File: config.mk
export PLATFORM = sky130hd
export DESIGN_NAME = stepper_axis_controller
export DESIGN_NICKNAME = d
export VERILOG_FILES = /design/src/rtl/stepper_axis_controller.sv
export SDC_FILE = /design/constraint.sdc
export NUM_CORES = 1
export LEC_CHECK = 0
export BUFFER_PORTS_ARGS = -buffer_cell sky130_fd_sc_hd__buf_2
export CORE_MARGIN = 4
export CORE_UTILIZATION = 44
export CTS_CLUSTER_DIAMETER = 200
export CTS_CLUSTER_SIZE = 24
export DETAILED_ROUTE_END_ITERATION = 8
export SETUP_SLACK_MARGIN = 0.05
export SLEW_MARGIN = 20
export SYNTH_ARGS = -nofsm -noshare
export SYNTH_HDL_FRONTEND = slang
export SYNTH_SLANG_ARGS = --single-unit
File: constraint.sdc
create_clock -name i_Clk -period 3.04 [get_ports i_Clk]
set_input_delay 0.608 -clock i_Clk [delete_from_list [all_inputs] [get_ports i_Clk]]
set_output_delay 0.608 -clock i_Clk [all_outputs]
set_load 0.02 [all_outputs]
File: src/rtl/stepper_axis_controller.sv
// Per-axis STEP/DIR pulse generator with direction setup delay,
// clamped step period, abort and an idle-level done flag.
module stepper_axis_controller #(
    parameter int STEPS_W     = 16,
    parameter int PERIOD_W    = 16,
    parameter int PULSE_WIDTH = 50,
    parameter int DIR_SETUP   = 10
) (
    input  logic                i_Clk,
    input  logic                i_Reset,
    input  logic                i_Start,
    input  logic                i_Dir,
    input  logic [STEPS_W-1:0]  i_Steps,
    input  logic [PERIOD_W-1:0] i_Period,
    input  logic                i_Abort,
    output logic                o_Step,
    output logic                o_Dir,
    output logic                o_Busy,
    output logic                o_Done,
    output logic [STEPS_W-1:0]  o_StepsRemaining
);

    localparam int PW_W   = $clog2(PULSE_WIDTH + 2);
    localparam int DS_W   = $clog2(DIR_SETUP + 1);
    localparam int CNT_W0 = (PERIOD_W > PW_W) ? PERIOD_W : PW_W;
    localparam int CNT_W  = (CNT_W0 > DS_W) ? CNT_W0 : DS_W;

    typedef enum logic [1:0] {
        IDLE,
        DIR_WAIT,
        STEP_HIGH,
        STEP_LOW
    } axisState_t;

    axisState_t         state, stateNext;
    logic [CNT_W-1:0]   cnt, cntNext;
    logic [CNT_W-1:0]   lowTime, lowTimeNext;
    logic [STEPS_W-1:0] remaining, remainingNext;
    logic               stepReg, stepNext;
    logic               dirReg, dirNext;
    logic               busyReg, busyNext;
    logic               doneReg, doneNext;
    logic [31:0]        periodExt, lowCalc;

    // Low time is Peff-PULSE_WIDTH with Peff clamped to at least PULSE_WIDTH+1.
    always_comb begin
        periodExt = 32'(i_Period);
        lowCalc   = (periodExt > 32'(PULSE_WIDTH))
                  ? periodExt - 32'(PULSE_WIDTH) : 32'd1;
    end

    always_comb begin
        stateNext     = state;
        cntNext       = cnt;
        lowTimeNext   = lowTime;
        remainingNext = remaining;
        stepNext      = stepReg;
        dirNext       = dirReg;
        busyNext      = busyReg;
        unique case (state)
            IDLE: begin
                if (i_Start && !i_Abort && (i_Steps != '0)) begin
                    stateNext     = DIR_WAIT;
                    cntNext       = CNT_W'(DIR_SETUP - 1);
                    lowTimeNext   = CNT_W'(lowCalc);
                    dirNext       = i_Dir;
                    remainingNext = i_Steps;
                    busyNext      = 1'b1;
                end
            end
            DIR_WAIT, STEP_LOW: begin
                if (cnt == '0) begin
                    stateNext     = STEP_HIGH;
                    stepNext      = 1'b1;
                    remainingNext = remaining - 1'b1;
                    cntNext       = CNT_W'(PULSE_WIDTH - 1);
                end else begin
                    cntNext = cnt - 1'b1;
                end
            end
            STEP_HIGH: begin
                if (cnt != '0) begin
                    cntNext = cnt - 1'b1;
                end else if (remaining == '0) begin
                    // Last pulse: trailing low time is not waited.
                    stateNext = IDLE;
                    stepNext  = 1'b0;
                    busyNext  = 1'b0;
                end else begin
                    stateNext = STEP_LOW;
                    stepNext  = 1'b0;
                    cntNext   = lowTime - 1'b1;
                end
            end
            default: stateNext = IDLE;
        endcase
        if (i_Abort && (state != IDLE)) begin
            stateNext     = IDLE;
            cntNext       = '0;
            remainingNext = '0;
            stepNext      = 1'b0;
            busyNext      = 1'b0;
        end
        doneNext = ~busyNext;
    end

    always_ff @(posedge i_Clk) begin
        if (i_Reset) begin
            state     <= IDLE;
            cnt       <= '0;
            lowTime   <= '0;
            remaining <= '0;
            stepReg   <= 1'b0;
            dirReg    <= 1'b0;
            busyReg   <= 1'b0;
            doneReg   <= 1'b1;
        end else begin
            state     <= stateNext;
            cnt       <= cntNext;
            lowTime   <= lowTimeNext;
            remaining <= remainingNext;
            stepReg   <= stepNext;
            dirReg    <= dirNext;
            busyReg   <= busyNext;
            doneReg   <= doneNext;
        end
    end

    assign o_Step           = stepReg;
    assign o_Dir            = dirReg;
    assign o_Busy           = busyReg;
    assign o_Done           = doneReg;
    assign o_StepsRemaining = remaining;

endmodule

==> results.toml, run 1 <==
[setup_path]
crit_required_ps = 3280
reg2reg_slack_ps = 430
r2r_cells = 8
crit_path_end_kind = "flop"
crit_chain = "inv_1, ha_1, or3b_2, nor4_4, a32oi_2, nor2_1, o21ai_0, o21ai_1"
cp_max_fo = 10
critPathBufInv = 1
worstReg2RegEnd = "cnt[10]$_SDFFE_PP0P_"
start_kind = "flop"
cpPeakStageDelay_ps = 610
crit_type = "reg2reg"
r2r_start = "o_StepsRemaining[0]$_SDFFE_PP0P_"
cp_slowest_cell = "or3b_2"
arrival_ps = 2850
crit_family = "simple AND/OR/NAND/NOR gates"

[synthesis]
yosys.area_share.simple_pct = 28.4
synth_enable_flop_cells = 0
syn_area_mm2 = 0.00355
avgSynthCellArea_um2 = 7.73
synth.distinct_cells = 66
synth_xor_area_share_pct = 6.42
synth-compound-area-share_pct = 25.0
synthMuxAreaShare_pct = 2.36
yosysSeqAreaShare_pct = 30.5
ys_ff_latch = 54
synth_flop_cell = "dfxtp_1"
synthesis.instances = 459
synth_top_family_by_area = "simple AND/OR/NAND/NOR gates"
async_flop_share_pct = 0
synth_adder_area_share_pct = 1.76
yosys_warnings = 0
synth_nets = 501

[global_routing]
grt_pass1_wl_mm = 15.8
grt_max_degree = 27
globalRouteOverflowTotal = 0
antenna_found_initial = 0
grt.total_usage_pct = 19.6
grt_pass1_vias = 3271

[floorplanning]
die_h_um = 97.8
coreArea_mm2 = 0.00777
fp.dieW_um = 97.8
io_pins = 57
placementRows = 32
dieArea_mm2 = 0.00956
initial_core_util_pct = 45.7

[clock_tree]
cts_resized = 0
cts_max_level = 2
cts_root_buf = "clkbuf_8"
post_cts_buffers = 0
clock_path_buffers = 2
hold_buffers = 0
clock_latency_ps = 300
cts_tree = "built"
clock_sinks = 54
clkTransAtPathRegs_ps = 90
cts_buffers = 5

[status]
status = "completed"

[drt]
drt_wl_total_mm = 9.23
drtPass1Iterations = 4
wl_per_cell_um = 15.1
vias = 3491
drc = 0
vias_per_cell = 5.69
final_antenna_net_count = 0
drt_iter0_markers = 209

[placement]
pre_cts_ws_ps = 372
dp_hpwl_mm = 6.98
port_buffers = 56
dpl.cell_count = 606
gp_congestion = 0.889

[sta]
drv_slew = 0
tns_ps = 0
finalWorstSetupSlack_ps = 428
clock.fmax_mhz = 383
hold_slack_ps = 461
tightest_slew_ps = 637
skew_ps = 7.12
max_slew_margin_pct = 57.1
rsz0062_at_grt = "false"
period_minus_slack_ps = 2610
setup_violations = 0
post-route-period-util_pct = 85.9
hold_viol_final = 0

[finish]
regArea_mm2 = 0.00108
final_cells = 613
num-nets-final = 553
multiInputGateArea_mm2 = 0.00227
final_layout_size_suffix_gt1_share_pct = 18.8
area_growth_pct = 12.0
n_fill_cell = 787
antennaDiodeCount = 0

[power_and_ir_drop]
powerDensity_mw_per_mm2 = 1150
ir_drop_mv = 0.470
total_power_uw = 4560
cellLeakagePower_uw = 0.00162

[min_path]
hp-class = "reg2reg"
worstHoldEndpoint = "o_Dir$_SDFFE_PP0P_"
min_delay_path_depth = 2
hold_start = "o_Dir$_SDFFE_PP0P_"

[flow_run]
maxCapViolations = 0
==> through the flow <==
| step | util (%) | instance area, um^2 |
|---|---|---|
| floorplan | - | 3550 |
| detailed placement | 50.1 | 3890 |
| CTS | 51.1 | 3970 |
| finish | 51.1 | 3970 |
| global route | 51.1 | 3970 |
| global placement | 50.1 | 3890 |
==> sequential cells by signal (all words and copies together) (netlist names) <==
signal,flops
o_Busy,1
state,2
cnt,16
lowTime,16
o_Dir,1
o_StepsRemaining,16
o_Done,1
o_Step,1
==> power breakdown <==
group          switching, uW  internal, uW  total [uW]  leakage [uW]
combinational           1850          1200        3050       0.00114
clock                    227           160         386     0.0000383
sequential               229           896        1120      0.000441
total                   2310          2250        4560       0.00162
==> layer usage <==
layer / track usage (%) / vias up / wire length, um / part of all wire, %
li1: - / 1782 / - / -
met1: 29.1 / 1624 / 4570 / 50
met2: 30.2 / 77 / 4110 / 45
met3: 3.07 / 8 / 456 / 4.9
met4: 4.37 / 0 / 89 / 0.96
met5: 0 / - / 0 / 0
==> cell usage after synthesis (all sizes together), types with 3 or more instances <==
master	number	area share (%)
or3	3	0.56
or3b	3	0.74
and2	3	0.53
xor2	16	4.0
dfxtp	54	30
or4	8	2.0
a31oi	8	1.4
buf	9	1.8
a211oi	6	1.3
nand2	44	4.7
a21boi	3	0.63
nor3	20	2.8
nand4	4	0.88
a21oi	33	4.7
ha	5	1.8
nor4	15	3.6
nor2b	10	1.8
a22oi	16	3.4
nor2	59	6.3
mux2i	5	1.4
clkbuf	13	2.2
xnor2	10	2.5
o21ai	40	5.6
o31a	3	0.81
a2bb2oi	3	0.74
nor3b	3	0.63
nand2b	4	0.71
nand3	8	1.1
a21o	3	0.63
and3	3	0.53
inv	14	1.5
mux2	3	0.95
==> cell type report <==
class,instances,share of cell area (%)
clock buffer,7,1.92
inverter,14,1.32
multi-input combinational,369,57.2
sequential,54,27.2
tap,102,3.21
timing repair buffer,67,9.14
==> cell families (layout without fill, tap and decap cells) <==
| kind of cell | after synthesis | count (layout) |
|---|---|---|
| mux | 8 | 8 |
| fa+ha+maj | 5 | 5 |
| simple gates | 193 | 193 |
| xor+xnor | 26 | 26 |
| flops | 54 | 54 |
| compound gates | 137 | 137 |
| buf+inv | 36 | 88 |
==> worst max-delay path by stage <==
stage                                startpoint                                end  slack (ps)  cells after the start
5_1_grt        o_StepsRemaining[0]$_SDFFE_PP0P_               cnt[13]$_SDFFE_PP0P_         130                      8
3_5_place_dp                         i_Steps[3]  o_StepsRemaining[10]$_SDFFE_PP0P_         370                      7
6_report       o_StepsRemaining[0]$_SDFFE_PP0P_               cnt[10]$_SDFFE_PP0P_         430                      8
4_1_cts        o_StepsRemaining[0]$_SDFFE_PP0P_               cnt[10]$_SDFFE_PP0P_         420                      8
3_3_place_gp                         i_Steps[3]   o_StepsRemaining[5]$_SDFFE_PP0P_         390                      7
2_1_floorplan  o_StepsRemaining[0]$_SDFFE_PP0P_               cnt[14]$_SDFFE_PP0P_         580                      9
==> layout by cell type, fill, tap and decap left out, drive strengths merged, types with 15 or more instances in the layout <==
cell   synthesis  layout
o21ai         40      40
buf            9      67
nor2          59      59
nor4          15      15
nor3          20      20
xor2          16      16
a21oi         33      33
nand2         44      44
a22oi         16      16
dfxtp         54      54
==> worst reg2reg max path, stage by stage (launching register included) <==
cell,delay (ps)
dfxtp_1,350
inv_1,90
ha_1,200
or3b_2,610
nor4_4,380
a32oi_2,260
nor2_1,390
o21ai_0,170
o21ai_1,100
Power figures use the tool's default switching activity.
==> inputs of run 2 (changes only) <==
CORE_ASPECT_RATIO = 1.1   (was not set)
CTS_BUF_LIST = sky130_fd_sc_hd__clkbuf_8   (was not set)
PLACE_DENSITY = 0.76   (was not set)
==> run 2 against run 1 <==
Compared with the run above: cell count up 0.98%; sequential share of layout area decreased by 0.26 points; fmax shrank 4.9%; design area rose by 0.98%; routed wire length is 0.65% higher; sequential power barely moved; critical path depth grew 2; clock-buffer cell count decreased by 2; clock power is 25% higher; critical endpoint is now o_StepsRemaining[6]$_SDFFE_PP0P_; highest routed layer unchanged.
==> results.toml, run 2 (same netlist as run 1, synthesis figures left out) <==
[global_routing]
grt.total_usage_pct = 20.0
grt_pass1_vias = 3294
globalRouteOverflowTotal = 0
grt_max_degree = 45
grt_pass1_wl_mm = 15.8
antenna_found_initial = 0

[sta]
clock.fmax_mhz = 364
tns_ps = 0
hold_viol_final = 0
drv_slew = 0
tightest_slew_ps = 721
max_slew_margin_pct = 51.8
rsz0062_at_grt = "false"
setup_violations = 0
post-route-period-util_pct = 90.4
period_minus_slack_ps = 2750
skew_ps = 13.3

[power_and_ir_drop]
power_frac_comb_pct = 65.7
total_power_uw = 4680
cellLeakagePower_uw = 0.00163
ir_drop_mv = 0.489
internal_power_uw = 2340
clkPwrFrac_pct = 10.3
p_sw_share_pct = 50.0
p_switching_uw = 2340
pwr-share-seq_pct = 24.0
powerDensity_mw_per_mm2 = 1170

[setup_path]
cpMostUsedCell = "buf_4"
arrival_ps = 2990
start_kind = "flop"
cp_max_fo = 9
crit_family = "simple AND/OR/NAND/NOR gates"
cpPeakStageDelay_ps = 430
crit_path_end_kind = "flop"
critPathBufInv = 3
crit_required_ps = 3280
cp_slowest_cell = "and4_1"
crit_type = "reg2reg"
crit_chain = "inv_1, ha_1, nor4b_1, buf_4, and4_1, buf_4, nand2_2, nor4_2, mux2_2, a21oi_1"

[floorplanning]
dieArea_mm2 = 0.00956
coreArea_mm2 = 0.00787
io_pins = 57
die_h_um = 102
initial_core_util_pct = 45.1
placementRows = 34
fp.dieW_um = 93.6

[clock_tree]
clock_sinks = 54
clkTransAtPathRegs_ps = 100
hold_buffers = 0
cts_max_level = 2
clock_path_buffers = 2
clock_latency_ps = 310
cts_buffers = 5
cts_root_buf = "clkbuf_8"
cts_tree = "built"
cts_resized = 0
post_cts_buffers = 0

[drt]
wl_met3_um = 557
wl_per_cell_um = 15.0
top_layer = "met4"
drc = 0
wl_met1_mm = 4.10
wl_met2_mm = 4.49
drt_wl_total_mm = 9.29
drt_iter0_markers = 287
drtPass1Iterations = 6
final_antenna_net_count = 0
vias = 3594
vias_per_cell = 5.81

[finish]
mostFrequentLayoutCell = "nor2_1"
area_growth_pct = 13.1
post-route-util_pct = 51.0
multiInputGateArea_mm2 = 0.00228
n_fill_cell = 783
final_layout_size_suffix_gt1_share_pct = 19.4
mostFrequentLayoutCells = "58 x nor2_1, 56 x buf_2, 54 x dfxtp_1, 43 x nand2_1, 35 x o21ai_0"
num-nets-final = 552
regArea_mm2 = 0.00108
antennaDiodeCount = 0

[min_path]
hp-class = "reg2reg"

[status]
status = "completed"

[placement]
dp_hpwl_mm = 7.13
gp_congestion = 0.897
port_buffers = 56

[flow_run]
maxCapViolations = 0
[run 2: cell type report]
cell class                 count  area share (%)
multi-input combinational    369            56.8
sequential                    54            27.0
timing repair buffer          66            8.86
tap                          108            3.37
clock buffer                   5            1.72
inverter                      14            1.31
clock inverter                 3           0.998
[run 2: per-stage QoR]
step	instance area, um^2	instances	setup WS, ps	hold slack, ps
final	4010	619	293	472
after detailed placement	3890	611	353	461
after global routing	4010	619	146	493
after floorplan	3550	459	581	455
after global placement	3890	611	348	455
after CTS	4000	619	335	473
[run 2: worst paths after layout]
path,cells past startpoint,start,end,slack [ps]
setup / recovery,10,cnt[0]$_SDFFE_PP0P_,o_StepsRemaining[6]$_SDFFE_PP0P_,290
hold / removal,2,o_Dir$_SDFFE_PP0P_,o_Dir$_SDFFE_PP0P_,470
setup reg to reg,10,cnt[0]$_SDFFE_PP0P_,o_StepsRemaining[6]$_SDFFE_PP0P_,290
hold reg to reg,2,o_Dir$_SDFFE_PP0P_,o_Dir$_SDFFE_PP0P_,470
[run 2: routing by layer]
| layer | track usage (%) | vias up |
|---|---|---|
| li1 | - | 1788 |
| met1 | 26.7 | 1677 |
| met2 | 34.5 | 119 |
| met3 | 2.43 | 10 |
| met4 | 5.00 | 0 |
| met5 | 0 | - |
[run 2: worst min-delay path: stages, from the launching register on]
cell     delay, ps
dfxtp_1        330
nand2_1         50
a21oi_1         50
[run 2: power groups by stage]
stage | clock network (uW) | registers (uW) | logic (uW)
after global routing | 523 | 1160 | 3400
after floorplan | 0 | 1190 | 2270
after detailed placement | 0 | 1140 | 3020
final | 482 | 1130 | 3080
after global placement | 0 | 1120 | 2950
after CTS | 489 | 1120 | 3040
==> inputs of run 3 (changes only) <==
ABC_AREA = 1   (was not set)
CTS_CLUSTER_DIAMETER = not set   (was 200)
PLACE_DENSITY = 0.75   (was 0.76)
==> run 3 against run 2 <==
Compared with the run above: via count rose by 18%; critical path depth down 4; cell count grew 33%; fmax rose by 23%; setup slack better by 520 ps; design area is 8.1% higher; first-iteration DRC count rose by 8.4%; routed wire length rose by 8.8%; combinational power is 21% higher; synthesized area increased by 9.1%; clock power fell by 3%; critical path type unchanged; critical endpoint is now lowTime[6]$_SDFFE_PP0P_; largest cell class unchanged.
==> results.toml, run 3 <==
[status]
status = "completed"

[power_and_ir_drop]
powerDensity_mw_per_mm2 = 1240
cellLeakagePower_uw = 0.00214
ir_drop_mv = 0.446

[synthesis]
yosys_warnings = 0
synth_most_common_cell = "nand2_1"
netlist.area_leader.share_pct = 27.9
ys_ff_latch = 54
async_flop_share_pct = 0
synthesis.instances = 664
yosys-top-cells-area = "dfxtp_1 28%, nand2_1 18%, nand3_1 10%"
synth_flop_cell = "dfxtp_1"
synth_top_area_cell = "dfxtp_1"
synthTopCellsByCount = "190 x nand2_1, 100 x nor2_1, 81 x nand3_1"
yosysSeqAreaShare_pct = 27.9
syn_area_mm2 = 0.00387
synth_nets = 706
avgSynthCellArea_um2 = 5.83
synth.distinct_cells = 29
synth_enable_flop_cells = 0

[setup_path]
crit_chain = "nor2_2, nand3_1, buf_4, nor2_1, o21ai_0, a21oi_1"
crit_family = "simple AND/OR/NAND/NOR gates"
crit_required_ps = 3270
cp_slowest_cell = "nor2_1"
arrival_ps = 2460
cpPeakStageDelay_ps = 610
crit_path_end_kind = "flop"
critPathBufInv = 1
start_kind = "flop"
cp_max_fo = 20
r2r_start = "state[0]$_SDFFE_PP0P_"
reg2reg_slack_ps = 820
worstReg2RegEnd = "lowTime[6]$_SDFFE_PP0P_"
crit_type = "reg2reg"
r2r_cells = 6

[finish]
regArea_mm2 = 0.00108
post-route-util_pct = 51.0
multiInputGateArea_mm2 = 0.00241
final_cells = 826
n_fill_cell = 897
area_growth_pct = 12.1
antennaDiodeCount = 0
mostFrequentLayoutCells = "190 x nand2_1, 100 x nor2_1, 81 x nand3_1, 72 x inv_1, 56 x buf_2"
mostFrequentLayoutCell = "nand2_1"
num-nets-final = 756
final_layout_size_suffix_gt1_share_pct = 12.4

[clock_tree]
cts_tree = "built"
clock_sinks = 54
clock_path_buffers = 2
clock_latency_ps = 310
cts_buffers = 5
post_cts_buffers = 0
cts_resized = 0
clkTransAtPathRegs_ps = 100
hold_buffers = 0
cts_root_buf = "clkbuf_8"
cts_max_level = 2

[global_routing]
grt_pass1_vias = 3848
grt_max_degree = 24
grt_pass1_wl_mm = 17.3
globalRouteOverflowTotal = 0
antenna_found_initial = 0
grt.total_usage_pct = 19.4

[min_path]
hp-class = "reg2reg"
worstHoldEndpoint = "o_Dir$_SDFFE_PP0P_"
min_delay_path_depth = 2
hold_start = "o_Dir$_SDFFE_PP0P_"

[sta]
period_minus_slack_ps = 2220
post-route-period-util_pct = 73.2
setup_violations = 0
tns_ps = 0
skew_ps = 8.62
max_slew_margin_pct = 49.2
rsz0062_at_grt = "false"
tightest_slew_ps = 760
clock.fmax_mhz = 449
drv_slew = 0
hold_slack_ps = 480
hold_viol_final = 0

[flow_run]
maxCapViolations = 0

[drt]
vias = 4250
drt_wl_total_mm = 10.1
wl_per_cell_um = 12.2
drc = 0
drtPass1Iterations = 5
drt_iter0_markers = 311
vias_per_cell = 5.15
final_antenna_net_count = 0

[placement]
port_buffers = 56
dpl.cell_count = 818
dp_hpwl_mm = 7.78
gp_congestion = 0.884

[floorplanning]
placementRows = 35
coreArea_mm2 = 0.00850
die_h_um = 106
dieArea_mm2 = 0.0104
initial_core_util_pct = 45.5
io_pins = 57
fp.dieW_um = 97.4
## run 3: cell families after synthesis
| group | Yosys count | share of synthesized area (%) |
|---|---|---|
| and+or+nand+nor | 405 | 44.4 |
| buffers and inverters | 92 | 9.77 |
| AOI/OAI and AO/OA | 88 | 11.7 |
| DFF | 54 | 27.9 |
| xor gates and xnor gates | 20 | 4.53 |
| adders and majority gates | 5 | 1.62 |
## run 3: worst max path at each step
| stage | startpoint | end | slack [ps] | cells after the start |
|---|---|---|---|---|
| 6_report | state[0]$_SDFFE_PP0P_ | lowTime[6]$_SDFFE_PP0P_ | 820 | 6 |
| 5_1_grt | state[0]$_SDFFE_PP0P_ | lowTime[6]$_SDFFE_PP0P_ | 620 | 6 |
| 4_1_cts | state[0]$_SDFFE_PP0P_ | lowTime[6]$_SDFFE_PP0P_ | 820 | 6 |
| 3_5_place_dp | i_Steps[12] | lowTime[6]$_SDFFE_PP0P_ | 690 | 10 |
| 3_3_place_gp | i_Steps[12] | lowTime[8]$_SDFFE_PP0P_ | 740 | 10 |
| 2_1_floorplan | o_StepsRemaining[0]$_SDFFE_PP0P_ | cnt[7]$_SDFFE_PP0P_ | 1310 | 10 |
## run 3: where the power goes
part / internal (uW) / total (uW) / switching (uW)
logic: 1230 / 3730 / 2490
registers: 928 / 1180 / 254
clock network: 231 / 466 / 236
total: 2390 / 5370 / 2980
## run 3: final cells by class
| cell class | instances | share of cell area, % |
|---|---|---|
| tap | 111 | 3.20 |
| clock buffer | 8 | 2.54 |
| sequential | 54 | 24.9 |
| inverter | 74 | 6.41 |
| multi-input combinational | 518 | 55.6 |
| timing repair buffer | 61 | 7.33 |
## run 3: metal layers
| layer | track usage (%) | routed length, um | part of all wire [%] |
|---|---|---|---|
| met5 | 0 | 0 | 0 |
| met4 | 5.14 | 91 | 0.90 |
| met3 | 2.43 | 645 | 6.4 |
| met2 | 33.3 | 4840 | 48 |
| met1 | 25.7 | 4520 | 45 |
## run 3: worst register-to-register path: cells and delay by family, from the launching register on
kind	cells	cell delay [ps]
flops	1	420
simple gates	3	1140
buf+inv	1	240
compound gates	2	370
## run 3: metrics by stage
stage                     cell area [um^2]  power, uW  setup slack [ps]
after floorplan                       3870       4050              1310
after global placement                4230       4770               738
after detailed placement              4230       4860               690
after CTS                             4340       5340               823
after global routing                  4340       5980               620
final                                 4340       5370               815
